$ cat config.mk
export PLATFORM = sky130hd
export DESIGN_NAME = router_slice_flit_rx
export DESIGN_NICKNAME = d
export VERILOG_FILES = /design/src/rtl/router_slice_flit_rx.sv
export SDC_FILE = /design/constraint.sdc
export NUM_CORES = 1
export LEC_CHECK = 0
export ABC_AREA = 1
export CORE_UTILIZATION = 50
export DETAILED_ROUTE_END_ITERATION = 8
export DONT_BUFFER_PORTS = 1
export GPL_ROUTABILITY_DRIVEN = 0
export PLACE_DENSITY_LB_ADDON = 0.25
export SYNTH_ARGS = -nofsm -noshare
export SYNTH_HDL_FRONTEND = slang
export SYNTH_SLANG_ARGS = --single-unit
$ cat constraint.sdc
create_clock -name clk -period 6.32 [get_ports clk]
set_input_delay 0.632 -clock clk [delete_from_list [all_inputs] [get_ports clk]]
set_output_delay 0.632 -clock clk [all_outputs]
set_load 0.02 [all_outputs]
$ cat src/rtl/router_slice_flit_rx.sv
// Receive end of the inter-slice flit link: DEPTH-entry FIFO with valid/ready
// delivery to the router core and one credit pulse returned per consumed flit.
module router_slice_flit_rx #(
    parameter int unsigned  DATA_W = 32,
    parameter int unsigned  DEPTH  = 4,
    localparam int unsigned CNT_W  = $clog2(DEPTH + 1)
) (
    input  logic              clk,
    input  logic              reset,
    input  logic              ivalid,
    input  logic [DATA_W-1:0] idata,
    output logic              credit_out,
    output logic              ovalid,
    output logic [DATA_W-1:0] odata,
    input  logic              oready,
    output logic [CNT_W-1:0]  count,
    output logic              overflow
);

    localparam int unsigned PTR_W = $clog2(DEPTH);

    logic [DATA_W-1:0] mem_q [DEPTH];
    logic [PTR_W-1:0]  wr_ptr_q, wr_ptr_d;
    logic [PTR_W-1:0]  rd_ptr_q, rd_ptr_d;
    logic [CNT_W-1:0]  count_q, count_d;
    logic              credit_q;
    logic              overflow_q, overflow_d;
    logic              full;
    logic              pop;
    logic              push;
    logic              drop;

    // Handshake decode; a full FIFO still accepts a flit when a pop frees a slot this cycle.
    always_comb begin
        full = (count_q == CNT_W'(DEPTH));
        pop  = ovalid && oready;
        push = ivalid && (!full || pop);
        drop = ivalid && full && !pop;
    end

    always_comb begin
        wr_ptr_d   = wr_ptr_q;
        rd_ptr_d   = rd_ptr_q;
        count_d    = count_q;
        overflow_d = overflow_q | drop;
        if (push) begin
            wr_ptr_d = wr_ptr_q + PTR_W'(1);
        end
        if (pop) begin
            rd_ptr_d = rd_ptr_q + PTR_W'(1);
        end
        if (push && !pop) begin
            count_d = count_q + CNT_W'(1);
        end else if (pop && !push) begin
            count_d = count_q - CNT_W'(1);
        end
    end

    always_ff @(posedge clk or negedge reset) begin
        if (!reset) begin
            wr_ptr_q   <= '0;
            rd_ptr_q   <= '0;
            count_q    <= '0;
            credit_q   <= 1'b0;
            overflow_q <= 1'b0;
        end else begin
            wr_ptr_q   <= wr_ptr_d;
            rd_ptr_q   <= rd_ptr_d;
            count_q    <= count_d;
            credit_q   <= pop;
            overflow_q <= overflow_d;
        end
    end

    // Storage is deliberately left uninitialised; only the pointers define validity.
    always_ff @(posedge clk) begin
        if (push) begin
            mem_q[wr_ptr_q] <= idata;
        end
    end

    always_comb begin
        ovalid     = (count_q != '0);
        odata      = ovalid ? mem_q[rd_ptr_q] : '0;
        count      = count_q;
        credit_out = credit_q;
        overflow   = overflow_q;
    end

endmodule

# Yosys cells after proc, flatten, opt, wreduce, memory -nomap -nowiden
# Memories as Yosys holds them, arrays and structs flattened.
# Index checks and enable logic that the tools add are counted.
dict set report totals {
  regBits 9
  ramBits 128
  input_bits 36
  output_inout_bits 38
  wordCells 29
  n_memories 1
}
dict set report op_classes {
  add_sub_neg 4
  eq_ne 1
  mux 5
  bitwise_logic 1
  n_reduce_logical 12
}
# memory depth word_bits rd rd_ports_with_merged_regs wr line_no
set memory_table {}
lappend memory_table {mem_q 4 32 1 0 1 22} ;# logic [DATA_W-1:0] mem_q [DEPTH];
# operator count
set ops {}
lappend ops {{32-bit two-way mux} 1}
lappend ops {{1-bit logical AND} 6}
lappend ops {{3-bit two-way mux} 2}
lappend ops {{2-bit by 1-bit adder with 2-bit output, second input constant} 2}
lappend ops {{3-bit by 1-bit adder with 3-bit output, second input constant} 1}
lappend ops {{3-bit equality test, second input constant} 1}
lappend ops {{1-bit logical NOT} 3}
lappend ops {{3-bit nonzero test} 1}
lappend ops {{3-bit by 1-bit subtractor with 3-bit output, second input constant} 1}
lappend ops {{1-bit two-way mux} 2}
lappend ops {{2-bit nonzero test} 1}
lappend ops {{1-bit logical OR} 1}
lappend ops {{1-bit OR} 1}

# Depth between registers and ports, before layout
dict set report logic_depth {
  word_depth 8
  ltp_mapped 12
  mapped_depth_nobuf 12
}

# Least setup slack after synthesis
# No wires, ideal clock.
dict set report synth_path {
  path_kind {in2reg}
  startpoint {input oready}
  endpoint {memory mem_q[0][0], enable pin}
  t_arrival_ns 2.311
  required_time_ns 5.899
  path_slack_ns 3.588
  cell_stages 4
  path_buffers 0
  cell_sequence {inv_1 -> nand3_1 -> nand2_1 -> nor2_1}
}
dict set report synth_via {
  elab_chain_len 5
}
# element line_no
set synth_lines {}
lappend synth_lines {{from (decl)} 15} ;# input logic oready,
lappend synth_lines {{1-bit logical AND} 36} ;# pop = ovalid && oready;
lappend synth_lines {{1-bit logical OR} 37} ;# push = ivalid && (!full || pop);
lappend synth_lines {{1-bit logical AND} 37}
lappend synth_lines {{1-bit two-way mux} 77} ;# if (push) begin
lappend synth_lines {{1-bit two-way mux (not written as such)} 78} ;# mem_q[wr_ptr_q] <= idata;
lappend synth_lines {{to (decl)} 22}
# No other way between the ends.

# Worst setup path in the final report
dict set report layout_path {
  startpoint {register rd_ptr_q[0]}
  endpoint {output odata[14]}
}
dict set report layout_via {
  elab_chain_len 2
}
# element line_no
set layout_lines {}
lappend layout_lines {{from (decl)} 24} ;# logic [PTR_W-1:0] rd_ptr_q, rd_ptr_d;
lappend layout_lines {{from (signal assigned)} 68} ;# rd_ptr_q <= rd_ptr_d;
lappend layout_lines {{memory read 4 x 32 bit} -}
lappend layout_lines {{32-bit two-way mux} 84} ;# odata = ovalid ? mem_q[rd_ptr_q] : '0;
lappend layout_lines {{to (decl)} 14} ;# output logic [DATA_W-1:0] odata,
# No other way between the ends.

==> impl_metrics.env <==
export IMPL_status="finished, violations left"
export IMPL_violations="DRC"
export IMPL_syn_num_nets=610
export IMPL_worstPathRequired_ns=5.69
export IMPL_antenna_found_initial=0
export IMPL_grt_pass1_wl_mm=18.2
export IMPL_crit_arrival_ns=3.26
export IMPL_place_inst=688
export IMPL_via_per_inst=5.05
export IMPL_fin_ws_ns=2.43
export IMPL_cts_made_buffers=17
export IMPL_start_kind="flip-flop"
export IMPL_insertion_delay_ns=0.41
export IMPL_period_share_pct=61.6
export IMPL_rows=39
export IMPL_clk_pin_slew_worst_paths_ns=0.06
export IMPL_cts_repair_resized=0
export IMPL_hold_class="in -> reg"
export IMPL_cp_end_kind="primary output"
export IMPL_io_buffers=0
export IMPL_postCtsSetupBuffers=0
export IMPL_synth_seq_cells=137
export IMPL_skew_ns=0.00689
export IMPL_clock_path_buffers=2
export IMPL_ys_types=18
export IMPL_async_reset_ff_share_pct=6.57
export IMPL_holdCritStartpoint="idata[0]"
export IMPL_slowest_stage="dfrtp_2"
export IMPL_pwr_density_cell_nw_per_um2=497
export IMPL_drc=2
export IMPL_core_um2=11500
export IMPL_synthMostInstantiatedCell="nand2_1"
export IMPL_critPathLaunch="rd_ptr_q[0]"
export IMPL_synth_area_leaders="edfxtp_1 65%, nand2_1 9.2%, inv_1 8.8%"
export IMPL_drt_iter0_drc=232
export IMPL_cts_tree="built"
export IMPL_synth_ff_type="edfxtp_1"
export IMPL_grt_pass1_vias=3643
export IMPL_drv_cap=0
export IMPL_synth_top_area_share_pct=64.5
export IMPL_critical_path_max_stage_delay_ns=1.15
export IMPL_start_util_pct=51.7
export IMPL_wl_per_cell_um=15.8
export IMPL_setup_viol=0
export IMPL_die_w_um=111
export IMPL_htreeDepth=4
export IMPL_cts_sinks=137
export IMPL_yosysWarnings=0
export IMPL_gr_total_overflow=0
export IMPL_clockRootBuffer="clkbuf_16"
export IMPL_tightestPinTransition_ns=1.20
export IMPL_ir_drop_uv=267
export IMPL_leakagePower_nw=2.90
export IMPL_wl_mm=11.4
export IMPL_layout_nets=607
export IMPL_crit_type="reg -> out"
export IMPL_grt_start_max_net_pins=68
export IMPL_num_io_pins=74
export IMPL_rsz0062_at_grt="false"
export IMPL_synth_edf_count=128
export IMPL_ant_nets=0
export IMPL_dp_hpwl_mm=6.10
export IMPL_dr_pass1_iters=9
export IMPL_syn_area_um2=5960
export IMPL_fmax_mhz=257
export IMPL_slew_headroom_pct=19.7
export IMPL_timing_final_crit_period_ns=3.89
export IMPL_final_max_slew_violation_count=0
export IMPL_synth_common_cells="146 x nand2_1, 140 x inv_1, 128 x edfxtp_1, 68 x nand3_1, 32 x a21oi_1"
export IMPL_fp_dieH_um=111
export IMPL_grtUsageTotal_pct=19.7
export IMPL_finalHoldViolCount=0
export IMPL_cp_cell_sequence="inv_2, nand2_1, nand3_1, a21oi_1"
export IMPL_nFillCells=926
export IMPL_syn_avg_cell_area_um2=10.5
export IMPL_fin_area_um2=6570
export IMPL_drive_above_1_share_pct=6.40
export IMPL_seq_area_frac_synth_pct=68.3
export IMPL_antennaDiodeCount=0
export IMPL_areaGrowthSynthToFinish_pct=10.4
export IMPL_rr_startpoint="count[0]"
export IMPL_crit_fanout=67
export IMPL_postPlaceCellArea_um2=6020
export IMPL_synthesis_instances=568
export IMPL_final_cells=721
export IMPL_place_ws_ns=2.89
export IMPL_final_setup_tns_ns=0
export IMPL_dieArea_um2=12400
export IMPL_dr_total_vias=3641
export IMPL_synth_top_cell_by_area="edfxtp_1"
## final timing paths
check	end	slack (ns)	depth (start not counted)
setup / recovery	odata[14]	2.43	4
hold / removal	mem_q[0][0]	0.31	0
setup reg to reg	mem_q[0][14]	3.86	4
hold reg to reg	wr_ptr_q[1]	0.53	2
max in group asynchronous	rd_ptr_q[0]	5.37	1
min in group asynchronous	count[0]	0.60	1
## stage by stage
step           power, mW  hold slack, ns  util (%)
5_1_grt             3.46           0.299      57.1
4_1_cts             3.29           0.304      57.1
3_5_place_dp        2.38           0.337      52.2
3_3_place_gp        2.35           0.337      52.2
6_report            3.27           0.312      57.1
2_1_floorplan       2.19           0.336         -
## layout make-up
class                   count  area, um^2  share of cell area [%]
clock buffers              21         440                    6.70
multi-input cells         262        1220                    18.5
clock inverters            11         105                    1.60
flip-flops and latches    137        4070                    61.9
inverters                 145         544                    8.28
well taps                 143         179                    2.72
repair buffers              2        17.5                   0.267
## what timing repair did
item / 4_1_cts / 5_1_grt
endpoints found under the setup margin: 0 / 0
hold buffers: 1 / 0
hold endpoints to repair: 9 / 0
## power breakdown
| group | switching (mW) | internal, mW | total (mW) |
|---|---|---|---|
| clock network | 0.346 | 0.572 | 0.918 |
| registers | 0.134 | 1.18 | 1.32 |
| logic | 0.792 | 0.244 | 1.04 |
| total | 1.27 | 2.00 | 3.27 |
## worst max-delay path: cells and delay by family (launching register included)
family	cells	cell delay, ns
and+or+nand+nor	2	0.36
DFF	1	1.15
buffers and inverters	1	0.81
AOI/OAI and AO/OA	1	0.50
## kinds of logic after synthesis
kind of cell | synth area share, %
fa+ha+maj | 1.39
flops | 68.3
simple gates | 15.3
buf+inv | 11.8
compound gates | 2.90
xor+xnor | 0.294
## layer usage
metal / share of wire, % / GRT usage [%]
met5: 0 / 0
met4: 1.3 / 8.29
met3: 7.5 / 6.62
met2: 49 / 32.7
met1: 43 / 23.7
## placed cells by master, fill, tap and decap left out, drive strengths merged
| cell | count |
|---|---|
| nor2 | 5 |
| clkbuf | 21 |
| clkinv | 8 |
| bufinv | 2 |
| dfrtp | 9 |
| nand2 | 146 |
| edfxtp | 128 |
| a21oi | 32 |
| inv | 145 |
| xnor2 | 2 |
| o21bai | 1 |
| buf | 1 |
| ha | 5 |
| clkinvlp | 1 |
| fa | 1 |
| dlygate4sd3 | 1 |
| nand3 | 68 |
| o21ai | 1 |
| nand4 | 1 |
## flip-flops by register name, summed over array words and instances, names as in the netlist
name	cells
mem_q	128
count	3
rd_ptr_q	2
wr_ptr_q	2
credit_out	1
overflow	1
(Power assumes the default switching activity.)
